**config.mk**
```make
export PLATFORM = sky130hd
export DESIGN_NAME = mem_access_arbiter_flat
export DESIGN_NICKNAME = d
export VERILOG_FILES = /design/src/rtl/mem_access_arbiter_if.sv /design/src/rtl/mem_access_arbiter.sv /design/src/flat_wrapper.sv
export SDC_FILE = /design/constraint.sdc
export NUM_CORES = 1
export LEC_CHECK = 0
export CAP_MARGIN = 20
export CORE_UTILIZATION = 36
export DETAILED_ROUTE_END_ITERATION = 8
export GPL_TIMING_DRIVEN = 0
export PLACE_DENSITY = 0.81
export SETUP_SLACK_MARGIN = 0.2
export SKIP_LAST_GASP = 1
export SLEW_MARGIN = 40
export SYNTH_ARGS = -nofsm -noshare
export SYNTH_HDL_FRONTEND = slang
export SYNTH_SLANG_ARGS = --single-unit
export TNS_END_PERCENT = 30
```
**constraint.sdc**
```tcl
create_clock -name clk -period 1.7 [get_ports clk]
set_clock_uncertainty 0.2 [all_clocks]
set_input_delay 0.17 -clock clk [delete_from_list [all_inputs] [get_ports clk]]
set_output_delay 0.17 -clock clk [all_outputs]
set_load 0.005 [all_outputs]
```
**src/rtl/mem_access_arbiter_if.sv**
```systemverilog
// Requester and memory-side signal bundle for mem_access_arbiter.
// The arbiter connects through the slave modport; the environment driving it uses master.
interface mem_access_arbiter_if #(
   parameter int ADDR_WIDTH = 10
);
   logic                  inst_req;
   logic [ADDR_WIDTH-1:0] inst_addr;
   logic                  inst_ready;
   logic                  inst_valid;
   logic [31:0]           inst_rdata;

   logic                  data_req;
   logic                  data_wen;
   logic [ADDR_WIDTH-1:0] data_addr;
   logic [31:0]           data_wdata;
   logic                  data_ready;
   logic                  data_valid;
   logic [31:0]           data_rdata;

   logic [ADDR_WIDTH-1:0] mem_addr;
   logic                  mem_ren;
   logic                  mem_wen;
   logic [31:0]           mem_wdata;
   logic [31:0]           mem_rdata;

   logic                  busy;

   modport slave (
      input  inst_req, inst_addr,
      input  data_req, data_wen, data_addr, data_wdata,
      input  mem_rdata,
      output inst_ready, inst_valid, inst_rdata,
      output data_ready, data_valid, data_rdata,
      output mem_addr, mem_ren, mem_wen, mem_wdata,
      output busy
   );

   modport master (
      output inst_req, inst_addr,
      output data_req, data_wen, data_addr, data_wdata,
      output mem_rdata,
      input  inst_ready, inst_valid, inst_rdata,
      input  data_ready, data_valid, data_rdata,
      input  mem_addr, mem_ren, mem_wen, mem_wdata,
      input  busy
   );
endinterface

```
**src/rtl/mem_access_arbiter.sv**
```systemverilog
// Round-robin arbiter sharing one single-port word memory between instruction
// fetch and load/store, with a programmable number of wait states per access.
module mem_access_arbiter #(
   parameter int ADDR_WIDTH  = 10,
   parameter int WAIT_CYCLES = 1,
   parameter int CNT_WIDTH   = 4
) (
   input  logic                 clk,
   input  logic                 rst,
   mem_access_arbiter_if.slave  bus
);
   typedef enum logic [1:0] {
      IDLE   = 2'd0,
      ACCESS = 2'd1,
      RESP   = 2'd2
   } state_t;

   typedef enum logic {
      OWN_INST = 1'b0,
      OWN_DATA = 1'b1
   } owner_t;

   state_t                state, state_nxt;
   owner_t                owner, last_owner;
   logic [CNT_WIDTH-1:0]  cnt;
   logic [ADDR_WIDTH-1:0] addr_l;
   logic [31:0]           wdata_l;
   logic                  wen_l;
   logic [31:0]           rdata_r;

   logic                  grant_inst, grant_data, accept, cnt_zero;
   logic                  inst_ready, data_ready, inst_valid, data_valid;
   logic                  mem_ren, mem_wen;
   logic [ADDR_WIDTH-1:0] mem_addr;
   logic [31:0]           mem_wdata;

   // On a tie the requester that did not win the previous accept goes first.
   assign grant_data = bus.data_req & (~bus.inst_req | (last_owner == OWN_INST));
   assign grant_inst = bus.inst_req & ~grant_data;
   assign cnt_zero   = (cnt == '0);
   assign accept     = inst_ready | data_ready;

   always_comb begin
      state_nxt  = state;
      inst_ready = 1'b0;
      data_ready = 1'b0;
      inst_valid = 1'b0;
      data_valid = 1'b0;
      mem_addr   = '0;
      mem_ren    = 1'b0;
      mem_wen    = 1'b0;
      mem_wdata  = '0;
      case (state)
         IDLE: begin
            inst_ready = grant_inst & ~rst;
            data_ready = grant_data & ~rst;
            if (inst_ready | data_ready) state_nxt = ACCESS;
         end
         ACCESS: begin
            mem_addr  = addr_l;
            mem_ren   = ~wen_l;
            mem_wen   = wen_l & cnt_zero;
            mem_wdata = wdata_l;
            if (cnt_zero) state_nxt = RESP;
         end
         RESP: begin
            inst_valid = (owner == OWN_INST);
            data_valid = (owner == OWN_DATA);
            state_nxt  = IDLE;
         end
         default: state_nxt = IDLE;
      endcase
      // A reset cycle must never touch memory, even mid-store.
      if (rst) begin
         mem_ren = 1'b0;
         mem_wen = 1'b0;
      end
   end

   always_ff @(posedge clk) begin
      if (rst) begin
         state      <= IDLE;
         owner      <= OWN_INST;
         last_owner <= OWN_DATA;
         cnt        <= '0;
         addr_l     <= '0;
         wdata_l    <= '0;
         wen_l      <= 1'b0;
         rdata_r    <= '0;
      end else begin
         state <= state_nxt;
         if (accept) begin
            owner      <= grant_data ? OWN_DATA : OWN_INST;
            last_owner <= grant_data ? OWN_DATA : OWN_INST;
            addr_l     <= grant_data ? bus.data_addr : bus.inst_addr;
            wen_l      <= grant_data & bus.data_wen;
            wdata_l    <= grant_data ? bus.data_wdata : '0;
            cnt        <= CNT_WIDTH'(WAIT_CYCLES);
         end else if (state == ACCESS) begin
            if (!cnt_zero) cnt <= cnt - CNT_WIDTH'(1);
            else           rdata_r <= wen_l ? '0 : bus.mem_rdata;
         end
      end
   end

   assign bus.inst_ready = inst_ready;
   assign bus.data_ready = data_ready;
   assign bus.inst_valid = inst_valid;
   assign bus.data_valid = data_valid;
   assign bus.inst_rdata = rdata_r;
   assign bus.data_rdata = rdata_r;
   assign bus.mem_addr   = mem_addr;
   assign bus.mem_ren    = mem_ren;
   assign bus.mem_wen    = mem_wen;
   assign bus.mem_wdata  = mem_wdata;
   assign bus.busy       = (state != IDLE);
endmodule

```
**src/flat_wrapper.sv**
```systemverilog
// flat-port wrapper written by rule: the top's interface ports become plain ports
module mem_access_arbiter_flat 
#(
   parameter int ADDR_WIDTH  = 10,
   parameter int WAIT_CYCLES = 1,
   parameter int CNT_WIDTH   = 4
)
  (clk, rst, bus_inst_req, bus_inst_addr, bus_data_req, bus_data_wen, bus_data_addr, bus_data_wdata, bus_mem_rdata, bus_inst_ready, bus_inst_valid, bus_inst_rdata, bus_data_ready, bus_data_valid, bus_data_rdata, bus_mem_addr, bus_mem_ren, bus_mem_wen, bus_mem_wdata, bus_busy);
  mem_access_arbiter_if #(.ADDR_WIDTH(ADDR_WIDTH)) bus_i ();
  input  logic clk;
  input  logic rst;
  input wire logic [$bits(bus_i.inst_req)-1:0] bus_inst_req;
  input wire logic [$bits(bus_i.inst_addr)-1:0] bus_inst_addr;
  input wire logic [$bits(bus_i.data_req)-1:0] bus_data_req;
  input wire logic [$bits(bus_i.data_wen)-1:0] bus_data_wen;
  input wire logic [$bits(bus_i.data_addr)-1:0] bus_data_addr;
  input wire logic [$bits(bus_i.data_wdata)-1:0] bus_data_wdata;
  input wire logic [$bits(bus_i.mem_rdata)-1:0] bus_mem_rdata;
  output wire logic [$bits(bus_i.inst_ready)-1:0] bus_inst_ready;
  output wire logic [$bits(bus_i.inst_valid)-1:0] bus_inst_valid;
  output wire logic [$bits(bus_i.inst_rdata)-1:0] bus_inst_rdata;
  output wire logic [$bits(bus_i.data_ready)-1:0] bus_data_ready;
  output wire logic [$bits(bus_i.data_valid)-1:0] bus_data_valid;
  output wire logic [$bits(bus_i.data_rdata)-1:0] bus_data_rdata;
  output wire logic [$bits(bus_i.mem_addr)-1:0] bus_mem_addr;
  output wire logic [$bits(bus_i.mem_ren)-1:0] bus_mem_ren;
  output wire logic [$bits(bus_i.mem_wen)-1:0] bus_mem_wen;
  output wire logic [$bits(bus_i.mem_wdata)-1:0] bus_mem_wdata;
  output wire logic [$bits(bus_i.busy)-1:0] bus_busy;
  assign bus_i.inst_req = bus_inst_req;
  assign bus_i.inst_addr = bus_inst_addr;
  assign bus_i.data_req = bus_data_req;
  assign bus_i.data_wen = bus_data_wen;
  assign bus_i.data_addr = bus_data_addr;
  assign bus_i.data_wdata = bus_data_wdata;
  assign bus_i.mem_rdata = bus_mem_rdata;
  assign bus_inst_ready = bus_i.inst_ready;
  assign bus_inst_valid = bus_i.inst_valid;
  assign bus_inst_rdata = bus_i.inst_rdata;
  assign bus_data_ready = bus_i.data_ready;
  assign bus_data_valid = bus_i.data_valid;
  assign bus_data_rdata = bus_i.data_rdata;
  assign bus_mem_addr = bus_i.mem_addr;
  assign bus_mem_ren = bus_i.mem_ren;
  assign bus_mem_wen = bus_i.mem_wen;
  assign bus_mem_wdata = bus_i.mem_wdata;
  assign bus_busy = bus_i.busy;
  mem_access_arbiter #(.ADDR_WIDTH(ADDR_WIDTH), .WAIT_CYCLES(WAIT_CYCLES), .CNT_WIDTH(CNT_WIDTH)) u_core (.clk(clk), .rst(rst), .bus(bus_i));
endmodule
```
### Word-level counts from Yosys, hierarchy flattened

Cells that the tools add are included.
W data, S select, Z words.

| word-level totals | value |
|---|---|
| flip-flop bits (word level) | 83 |
| logic and storage cells | 61 |
| input bits | 89 |

| cells by class | value |
|---|---|
| equality and inequality tests | 5 |
| bitwise operators | 17 |
| add/sub/neg operators | 1 |
| reductions and logical operators | 9 |
| multiplexer cells | 20 |

Operators with widths:

| kind | count |
|---|---|
| $mux W32 | 3 |
| $mux W10 | 2 |
| $mux W1 | 12 |
| $not A1 Y1 | 8 |
| $and A1 B1 Y1 | 6 |
| $ne A2 B1 Y1 const B | 3 |
| $reduce_and A2 Y1 | 3 |
| $logic_not A4 Y1 | 1 |
| $mux W2 | 2 |
| $pmux W2 S2 | 1 |
| $reduce_bool A2 Y1 | 2 |
| $sub A4 B1 Y4 const B | 1 |
| $or A1 B1 Y1 | 3 |
| $reduce_and A3 Y1 | 1 |
| $eq A2 B1 Y1 const B | 1 |
| $eq A2 B2 Y1 const B | 1 |
| $logic_not A2 Y1 | 1 |
| $reduce_or A2 Y1 | 1 |

### Longest topological paths before layout

Gate-level depths: netlist of the first run.

| depth | value |
|---|---|
| word-level depth | 10 |
| mapped depth | 7 |
| mapped depth without buffers | 5 |

### Worst setup path after synthesis of the first run

OpenSTA, ideal clock, no wires.

| timing | value |
|---|---|
| kind | reg2reg |
| from | register u_core.cnt[0] |
| to | register u_core.cnt[0] |
| path buffers | 1 |
| clock period less this slack | 1.717 ns |
| stages on the path, launching flop included | 7 |
| path slack | -0.017 ns |
| arrival time | 1.384 ns |
| required time | 1.367 ns |
| library setup time | 0.133 ns |
| cells stage by stage | dfxtp_1 > inv_1 > ha_1 > or3b_4 > buf_6 > a221oi_2 > a311oi_1 |

| on the way | value |
|---|---|
| word-level cells in the longest chain between the ends | 4 |
| elaborated cells between the ends (all ways) | 7 |

Ends and longest elaborated chain:

| item | line | text |
|---|---|---|
| start, declared | mem_access_arbiter.sv:25 | `logic [CNT_WIDTH-1:0] cnt;` |
| start signal, assigned | mem_access_arbiter.sv:98 | `cnt <= CNT_WIDTH'(WAIT_CYCLES);` |
| start signal, assigned | mem_access_arbiter.sv:100 | `if (!cnt_zero) cnt <= cnt - CNT_WIDTH'(1);` |
| $sub A4 B1 Y4 | mem_access_arbiter.sv:100 |  |
| $mux W1 | mem_access_arbiter.sv:100 |  |
| $mux W1 | mem_access_arbiter.sv:99 | `end else if (state == ACCESS) begin` |
| $mux W1 | mem_access_arbiter.sv:92 | `if (accept) begin` |

Several ways; a longest one is shown, not always the timed one. The select of a mux whose other input is x is not followed.
A chain may end at the register's enable or synchronous reset.

### Worst setup path after layout of the first run

| timing | value |
|---|---|
| from | register u_core.cnt[0] |
| to | output port bus_mem_wen |

| on the way | value |
|---|---|
| word-level cells in the longest chain between the ends | 4 |

Ends and longest elaborated chain:

| item | line | text |
|---|---|---|
| $logic_not A4 Y1 | mem_access_arbiter.sv:40 | `assign cnt_zero = (cnt == '0);` |
| $and A1 B1 Y1 | mem_access_arbiter.sv:62 | `mem_wen = wen_l & cnt_zero;` |
| $mux W1 | mem_access_arbiter.sv:53 | `case (state)` |
| $mux W1 | mem_access_arbiter.sv:74 | `if (rst) begin` |
| end, declared | flat_wrapper.sv:27 | `output wire logic [$bits(bus_i.mem_wen)-1:0] bus_mem_wen;` |

No other way between the ends.

==> impl_results.md, run 1 <==
* Mapped Cells at approximately 440
* Yosys top cell area share at a little over two fifths
* Die Ht at 107 um
* CTS sink count at just over 80
* Cell internal pwr at approximately 3600 uW
* WP buf/inv at 3
* Worst R2R Path Depth at 9
* Critical Path AT at 1.77 ns
* Max cap viols at 0
* Initial antenna violation count at 1
* Predominant post-synthesis flop cell: dfxtp_1
* Crit Path Class: reg2out
* WL final at approximately 14 mm
* Residual DRC at 0
* Flops & latches, synth at 83
* ANT nets after route at 0
* R2R Path Start: u_core.cnt[0]
* Failing checks: negative setup slack
* Sw Share at between 20% and 30%
* Layout cells sized above 1 at approximately two fifths
* Worst Hold End: u_core.wdata_l[31]
* Endpoint type of the worst setup path: primary output
* CP Launch Type: flip-flop
* CP Cell Sequence: inv_4 -> ha_4 -> or3b_4 -> buf_8 -> nor3_4 -> and2_1 -> buf_2
* Worst-Skew Late Latency at ~0.35 ns
* CTS tree: yes
* Yosys cell types at 42
* Die ar. at roughly 0.011 mm^2
* Post-synth EDFFs at 0
* Total power at roughly 5000 uW
* Ports at between 200 and 250
* Root Driver: clkbuf_8
* Status: finished, violations left
* Seq/Total Area, Yosys at a little over two fifths
* DR WL/cell at approximately 17 um
* CORE AREA at 0.0105 mm^2
* Cell Pwr Density at 680 mW/mm^2
* CP peak stage delay at about 0.38 ns
* Area Growth Syn to Fin at 85.0%
* Synth Net Count at 526
* Finished Cell Area at approximately 0.0073 mm^2
* Post-route setup slack at -0.445 ns
* Total track usage at between 20% and 30%
* First-pass GRT wire length at between 20 and 25 mm
* IO buf count at 200
* Slew Viols, Final at 0
* Slew headroom at 59.8%
* Unrepaired setup endpoints after global routing: true
* Num CTS Buffers at 9
* Clock transition at path regs at 0.09 ns
* WP data required at ~1.3 ns
* Fill cells at between 800 and 900
* Logic pwr share at around 29%
* Layout Utilization at a little over two thirds
* NetSw at approximately 1400 uW
* Number of global-route vias before repair at roughly 4300
* Clock share of power at 28.4%
* Worst hold path startpoint: rst
* Fin crit period at approximately 2.1 ns
* Crit path max fanout at 2
* Leak at slightly below 0.003 uW
* Reg area at roughly 0.0017 mm^2
* CP max-delay cell: or3b_4
* Final Hold Violating Endpoints at 0
* Synth warnings at 0
* Avg Inst Size Synth at about 9.1 um^2
* Via-to-Cell Ratio at between 5 and 6
* Worst IR Drop VDD at 0.358 mV
* Final Net Count at 788
* Worst hold path class: in2reg
* Post-synth ARST share at 0%
* RR Endpoint: u_core.bus.data_rdata[2]
* Post-DP Area at 0.00615 mm^2
* CP delay by family, top: simple AND/OR/NAND/NOR gates
* Period utilisation layout at 126%
* Largest net degree at the start of global routing at 15
* # setup viols final at 134
* Max Freq at approximately 0.47 GHz
* Synth area leader: dfxtp_1
* Final HPWL DP at roughly 9.4 mm
* Die X-Extent at between 100 and 150 um
* FF-to-FF setup slack at -0.29 ns
* RePlAce Congestion at between 0.7 and 0.8
* H-tree depth at 3
* Number of core rows at 37
* Dominant cells by area after synthesis: dfxtp_1 42%, nand4b_1 7.3%, buf_4 7.0%
* Initial drt markers at 195
* Setup TNS at -19.28 ns
* Max Root-Sink Buffers at 2
* Via count at ~4400
* WHS Path Cells at 3
* Area of the multi-input gates at 0.00209 mm^2
* Post-Synthesis Cell Area at around 0.0040 mm^2
* Total congestion overflow at 0
* Sequential share of power at around 43%
* Drt pass-1 iters at 4
* Initial Utilization at a little under two fifths
* Worst slew pin tran at between 0.6 and 0.7 ns
==> power by group through the flow <==
stage	clock [uW]	combinational, uW	sequential, uW
2_1_floorplan	0	513	2150
3_3_place_gp	0	1010	2160
3_5_place_dp	0	1040	2170
4_1_cts	1420	1290	2130
5_1_grt	1500	1520	2150
6_report	1420	1430	2140
==> state kept, by name, summed over array words and instances, names as in the netlist <==
name	cells
u_core.cnt	4
u_core.wen_l	1
u_core.owner	1
u_core.wdata_l	32
u_core.addr_l	10
u_core.last_owner	1
u_core.state	2
u_core.bus.data_rdata	32
==> layout by cell type (no fill, tap or decap), drive strengths merged, types with 20 or more instances in the layout <==
master,count
and2,43
buf,159
dfxtp,83
o21ai,43
clkdlybuf4s50,149
a22o,23
clkbuf,27
nand2,20
a21oi,55
nand4b,33
==> timing repair <==
action | CTS | global route
setup endpoints to repair | 195 | 194
pin swaps | 38 | 34
buffers inserted | 36 | 6
gates resized for setup | 338 | 70
endpoints found under the hold margin | 4 | 0
hold buffers | 1 | 0
gates cloned | 6 | 2
==> layout make-up <==
| cell class | instances | area share, % |
|---|---|---|
| multi-input cells | 274 | 28.5 |
| clock inverters | 4 | 0.461 |
| flip-flops and latches | 83 | 22.9 |
| clock buffers | 12 | 2.25 |
| inverters | 4 | 0.239 |
| plain buffers | 76 | 8.61 |
| repair buffers | 250 | 34.7 |
| diodes | 1 | 0.0342 |
| well taps | 136 | 2.32 |
==> how the worst max path moves through the flow <==
| stage | from | to | slack, ns | cells past startpoint |
|---|---|---|---|---|
| finish | u_core.cnt[0] | bus_mem_wen | -0.44 | 7 |
| CTS | u_core.cnt[0] | bus_mem_wen | -0.46 | 7 |
| detailed placement | bus_inst_req | bus_inst_ready | -0.58 | 5 |
| global route | u_core.cnt[0] | bus_mem_wen | -0.50 | 7 |
| global placement | bus_inst_req | bus_inst_ready | -0.56 | 5 |
| floorplan | u_core.cnt[1] | u_core.bus.data_rdata[15] | 0.04 | 7 |
==> per-layer routing <==
metal | vias to the layer above | part of all wire [%] | GRT usage (%)
li1 | 2075 | - | -
met1 | 2078 | 40 | 27.0
met2 | 200 | 52 | 43.6
met3 | 23 | 6.3 | 4.92
met4 | 0 | 1.7 | 8.02
met5 | - | 0 | 0
==> synthesized netlist by cell type (2+ instances only) <==
| cell | number |
|---|---|
| nor2_1 | 5 |
| nor2b_1 | 2 |
| a21oi_1 | 54 |
| inv_1 | 4 |
| nand4b_1 | 33 |
| buf_4 | 37 |
| nand4_1 | 10 |
| clkbuf_1 | 15 |
| o21ai_1 | 10 |
| a22oi_1 | 2 |
| nor3_1 | 2 |
| and3_1 | 2 |
| buf_6 | 8 |
| buf_2 | 13 |
| clkbuf_2 | 3 |
| nand2_1 | 20 |
| a22o_1 | 23 |
| o21ai_0 | 33 |
| and2_1 | 43 |
| dfxtp_1 | 83 |
| a311oi_1 | 11 |
| nor3_2 | 3 |
==> worst register-to-register path, cell delays in order, from the launching register on <==
cell and delay, ns:
dfxtp_4 0.36, inv_4 0.05, ha_4 0.12, or3b_4 0.38, buf_8 0.13, buf_4 0.13, buf_8 0.13, buf_4 0.14
o21ai_0 0.14, a21oi_1 0.08
==> cells by family after synthesis <==
kind of cell               Yosys count  synth area share [%]
and+or+nand+nor                    131                  22.4
AOI/OAI and AO/OA                  141                  22.2
adders and majority gates            1                 0.316
DFF                                 83                  42.0
buffers and inverters               80                  13.1
==> metrics by stage <==
step           hold slack (ns)  cells  worst slack (ns)
2_1_floorplan            0.103    436            0.0449
3_3_place_gp             0.200    772            -0.565
3_5_place_dp             0.203    772            -0.582
4_1_cts                0.00220    831            -0.456
5_1_grt                 0.0223    840            -0.495
6_report               0.00558    840            -0.445
Note: power is estimated with default switching activity, not from simulation.
==> run 2, diff against run 1 <==
==> constraint.sdc (replaced) <==
create_clock -name clk -period 1.7 [get_ports clk]
set_clock_uncertainty 0.2 [all_clocks]
set_input_delay 0.255 -clock clk [delete_from_list [all_inputs] [get_ports clk]]
set_output_delay 0.255 -clock clk [all_outputs]
set_load 0.005 [all_outputs]
==> run 2 against run 1 <==
The run still ends with negative setup slack left; first-iteration DRC count fell by 17%; worst setup slack worse by 0.13 ns; sequential power hardly changed; combinational power is essentially flat; sequential share of layout area is 0.097 points lower; non-clock buffer count grew 19; critical path type unchanged.
==> impl_results.md, run 2 (same netlist as run 1, synthesis figures left out) <==
* Total track usage at between 20% and 30%
* Most frequent cells in the layout: 141 x clkdlybuf4s50_1, 87 x buf_6, 70 x dfxtp_1, 64 x buf_4, 51 x a21oi_1
* Via count at approximately 4500
* Area Growth Syn to Fin at 86.9%
* Die ar. at 0.0114 mm^2
* Number of core rows at 37
* Die X-Extent at around 110 um
* Initial drt markers at 161
* Via-to-Cell Ratio at approximately 5.2
* CORE AREA at approximately 0.011 mm^2
* Crit Path Class: reg2out
* Clock transition at path regs at 0.09 ns
* CTS sink count at between 80 and 90
* Post-CTS Hold Fix Bufs at 0
* Initial antenna violation count at 1
* R2R Path Start: u_core.cnt[0]
* ANT nets after route at 0
* DP Cell Count at roughly 770
* Initial Utilization at between 30% and 40%
* Unrepaired setup endpoints after global routing: true
* Root Driver: clkbuf_8
* Crit path max fanout at 2
* Number of global-route vias before repair at 4426
* Total congestion overflow at 0
* Max Freq at about 0.44 GHz
* Finished Cell Area at between 0.007 and 0.008 mm^2
* Fill cells at between 700 and 800
* CP peak stage delay at roughly 0.38 ns
* Final Net Count at 807
* Worst IR Drop VDD at approximately 0.53 mV
* CTS tree: yes
* IO buf count at 200
* Final cell count without fillers at 859
* WP data required at around 1.2 ns
* Worst hold path class: in2reg
* Critical Path AT at roughly 1.8 ns
* Failing checks: negative setup slack
* Area of the multi-input gates at between 0.002 and 0.0025 mm^2
* Final HPWL DP at between 9 and 10 mm
* Cell Pwr Density at between 600 and 700 mW/mm^2
* Fin crit period at roughly 2.3 ns
* RePlAce Congestion at ~0.79
* # setup viols final at around 150
* Max cap viols at 0
* Slew Viols, Final at 0
* Largest net degree at the start of global routing at 15
* Reg area at about 0.0017 mm^2
* Leak at 0.00303 uW
* CP startpoint: u_core.cnt[0]
* Endpoint type of the worst setup path: primary output
* Period utilisation layout at 134%
* WP buf/inv at 3
* Layout cells sized above 1 at about two fifths
* Die Ht at between 100 and 150 um
* Worst slew pin tran at roughly 0.64 ns
* CP max-delay cell: or3b_4
* Max Root-Sink Buffers at 2
* Post-DP Area at just over 0.006 mm^2
* WL final at roughly 15 mm
* Drt pass-1 iters at 5
* First-pass GRT wire length at ~22 mm
* Num CTS Buffers at 9
* Worst hold path startpoint: rst
* Post-route setup slack at -0.576 ns
* CP Cell Sequence: inv_2 -> ha_4 -> or3b_4 -> buf_8 -> nor3_4 -> and2_1 -> buf_2
* CP delay by family, top: simple AND/OR/NAND/NOR gates
* Worst-Skew Late Latency at between 0.3 and 0.4 ns
* Layout Utilization at 70.4%
* Status: finished, violations left
* Ports at 202
* CP Launch Type: flip-flop
* DR WL/cell at 17.0 um
* Commonest non-fill, non-tap cell in the layout: clkdlybuf4s50_1
* Residual DRC at 0
* H-tree depth at 3
* Final Hold Violating Endpoints at 0
* Slew headroom at ~58%
run 2: cell count changes in the layout (fill, tap and decap cells not counted), moves of 8 or more:
cell / change
a21oi_1: +8
buf_4: +8
o21ai_2: -11
buf_6: +13
o21ai_1: +10
clkdlybuf4s50_1: -8
dfxtp_2: +8
a21oi_2: -8
dfxtp_1: -8
run 2: routing by layer:
layer	global-route usage (%)	routed length, um	part of all wire (%)	up-vias
met2	44.2	7560	52	231
li1	-	-	-	2104
met4	7.05	251	1.7	0
met1	26.9	5600	38	2115
met5	0	0	0	-
met3	5.71	1220	8.3	25
run 2: timing repair:
action                                  4_1_cts  5_1_grt
endpoints found under the hold margin         0        0
setup buffers                                51       14
pin swaps                                    35       25
gates resized for setup                     332       99
endpoints found under the setup margin      195      194
cloned                                        4        1
run 2: tightest hold or removal path, delay by kind of cell:
| kind | cells | cell delay, ns |
|---|---|---|
| buffers and inverters | 2 | 0.25 |
| and+or+nand+nor | 1 | 0.05 |
run 2: layout make-up:
type,instances,share of cell area (%)
Clock buffer,11,2.05
Buffer,76,8.47
Timing Repair Buffer,269,36.1
Antenna cell,1,0.0338
Sequential cell,83,22.8
Clock inverter,5,0.811
Multi-Input combinational cell,274,27.3
Tap cell,136,2.30
Inverter,4,0.203
run 2: final timing paths:
path                                   end  slack [ns]  cells after the start
setup reg to reg  u_core.bus.data_rdata[7]       -0.28                      8
setup / recovery               bus_mem_wen       -0.58                      7
hold reg to reg         u_core.wdata_l[31]        0.28                      1
hold / removal             u_core.state[1]        0.04                      3
run 2: report_power, final:
part	leakage (uW)	internal [uW]	switching, uW	total [uW]
logic	0.00224	864	588	1450
clock network	0.000106	765	747	1510
registers	0.000682	2050	82.6	2130
total	0.00303	3680	1420	5100
run 2: per-stage QoR:
stage	TNS, ns	hold WS [ns]	total power, uW	setup slack, ns
4_1_cts	-31.55	0.0241	4970	-0.623
3_5_place_dp	-39.36	0.246	3210	-0.755
3_3_place_gp	-35.35	0.248	3180	-0.735
6_report	-28.70	0.0381	5100	-0.576
5_1_grt	-36.87	0.0274	5310	-0.639
2_1_floorplan	-0.0204	0.188	2660	-0.0204
==> run 3, diff against run 2 <==
- MAX_ROUTING_LAYER: unset -> met4
==> run 3 against run 2 <==
The flow still finishes with violations (negative setup slack); sequential share of layout area stayed put; sequential cell count stayed put; non-clock buffer count stayed put; combinational power hardly changed; count of clock-buffer cells in the layout stayed put; via count is 0.31% higher; first-iteration DRC count is 12% higher; highest routed layer unchanged.
==> impl_results.md, run 3 (same netlist as run 1, synthesis figures left out) <==
* Endpoint type of the worst setup path: primary output
* WP buf/inv at 3
* CP peak stage delay at 0.38 ns
* Leak at about 0.0030 uW
* Worst slew pin tran at about 0.63 ns
* Sequential share of power at 41.8%
* Via count at roughly 4500
* Largest net degree at the start of global routing at 15
* Sw Share at between 20% and 30%
* Worst-Skew Late Latency at 0.35 ns
* Final HPWL DP at around 9.3 mm
* Number of core rows at 37
* Max Freq at around 0.44 GHz
* # setup viols final at approximately 150
* Critical Path AT at around 1.8 ns
* Slew headroom at between 50 and 60%
* Layout cells sized above 1 at 39.9%
* WP data required at around 1.2 ns
* Drt pass-1 iters at 5
* Period utilisation layout at 134%
* Initial antenna violation count at 1
* Initial Utilization at 37.7%
* Commonest non-fill, non-tap cell in the layout: clkdlybuf4s50_1
* Fill cells at 768
* Crit path max fanout at 2
* IO buf count at 200
* Final Net Count at about 810
* Fin crit period at about 2.3 ns
* DP Cell Count at a little under 800
* Max Root-Sink Buffers at 2
* Unrepaired setup endpoints after global routing: true
* Total track usage at between 20% and 30%
* CTS tree: yes
* ANT nets after route at 0
* Layout Utilization at a little over two thirds
* Finished Cell Area at about 0.0074 mm^2
* Status: finished, violations left
* Die X-Extent at 107 um
* Max cap viols at 0
* CP Cell Sequence: inv_2 -> ha_4 -> or3b_4 -> buf_8 -> nor3_4 -> and2_1 -> buf_2
* Ports at between 200 and 250
* Die ar. at 0.0114 mm^2
* Failing checks: negative setup slack
* Most frequent cells in the layout: 141 x clkdlybuf4s50_1, 87 x buf_6, 70 x dfxtp_1, 64 x buf_4, 51 x a21oi_1
* Num CTS Buffers at 9
* Worst IR Drop VDD at around 0.53 mV
* Area Growth Syn to Fin at 86.9%
* Worst hold path class: in2reg
* Clock transition at path regs at about 0.080 ns
* First-pass GRT wire length at ~22 mm
* Root Driver: clkbuf_8
* Slew Viols, Final at 0
* CTS sink count at 83
* Clock share of power at between 20 and 30%
* Pre-CTS setup slack at -0.755 ns
* Initial drt markers at 180
* CP max-delay cell: or3b_4
* Via-to-Cell Ratio at about 5.2
* Final cell count without fillers at 859
* CP delay by family, top: simple AND/OR/NAND/NOR gates
* WL final at 14.6 mm
* H-tree depth at 3
* Die Ht at 107 um
* NetSw at 1420 uW
* Post-route setup slack at -0.578 ns
* Post-CTS Hold Fix Bufs at 0
* CORE AREA at approximately 0.011 mm^2
* RePlAce Congestion at 0.799
* Post-DP Area at a little over 0.006 mm^2
* CP Launch Type: flip-flop
* Total congestion overflow at 0
* DR WL/cell at approximately 17 um
* Residual DRC at 0
* Final Hold Violating Endpoints at 0
* Logic pwr share at between 20% and 30%
* Crit Path Class: reg2out
* Cell internal pwr at around 3700 uW
* Number of global-route vias before repair at ~4400
* Cell Pwr Density at slightly below 700 mW/mm^2
## run 3: cell counts in the layout (fill, tap and decap cells not counted)
No cell type changed its count.
## run 3: worst paths after layout
check | slack (ns) | to | startpoint | depth (start not counted)
hold reg to reg | 0.28 | u_core.wdata_l[14] | u_core.wdata_l[14] | 1
setup / recovery | -0.58 | bus_mem_wen | u_core.cnt[1] | 7
hold / removal | 0.04 | u_core.state[1] | rst | 3
setup reg to reg | -0.28 | u_core.bus.data_rdata[7] | u_core.cnt[1] | 8
## run 3: layout make-up
cell class / instances / area (um^2) / area share (%)
multi-input cells: 274 / 2020 / 27.3
plain buffers: 76 / 627 / 8.47
diodes: 1 / 2.50 / 0.0338
clock buffers: 11 / 151 / 2.05
inverters: 4 / 15.0 / 0.203
repair buffers: 269 / 2670 / 36.1
flip-flops and latches: 83 / 1690 / 22.8
well taps: 136 / 170 / 2.30
clock inverters: 5 / 60.1 / 0.811
## run 3: power by group through the flow
stage | logic, uW | clock network [uW] | registers, uW
floorplan | 514 | 0 | 2150
global placement | 1010 | 0 | 2160
detailed placement | 1040 | 0 | 2170
CTS | 1310 | 1530 | 2130
global route | 1550 | 1610 | 2150
finish | 1450 | 1520 | 2130
## run 3: through the flow
| stage | power (uW) | setup TNS, ns | hold WS, ns |
|---|---|---|---|
| after CTS | 4970 | -31.55 | 0.0241 |
| after floorplan | 2660 | -0.0204 | 0.188 |
| after global routing | 5310 | -36.87 | 0.0276 |
| after detailed placement | 3210 | -39.36 | 0.246 |
| final | 5100 | -28.65 | 0.0387 |
| after global placement | 3180 | -35.35 | 0.248 |
## run 3: repair_timing
action	in CTS	in global routing
setup buffers	51	14
pin swaps	35	25
gates resized for setup	332	99
cloned	4	1
endpoints found under the setup margin	195	194
## run 3: routing by layer
metal  track usage [%]  up-vias  part of all wire [%]
li1                  -     2105                     -
met1              27.4     2110                    39
met2              44.4      248                    52
met3              4.80       26                   7.5
met4              7.05        0                   1.6
met5                 -        -                     0
## run 3: worst min-delay path: stages
cell	delay (ns)
buf_6	0.13
nor3_4	0.05
buf_4	0.12
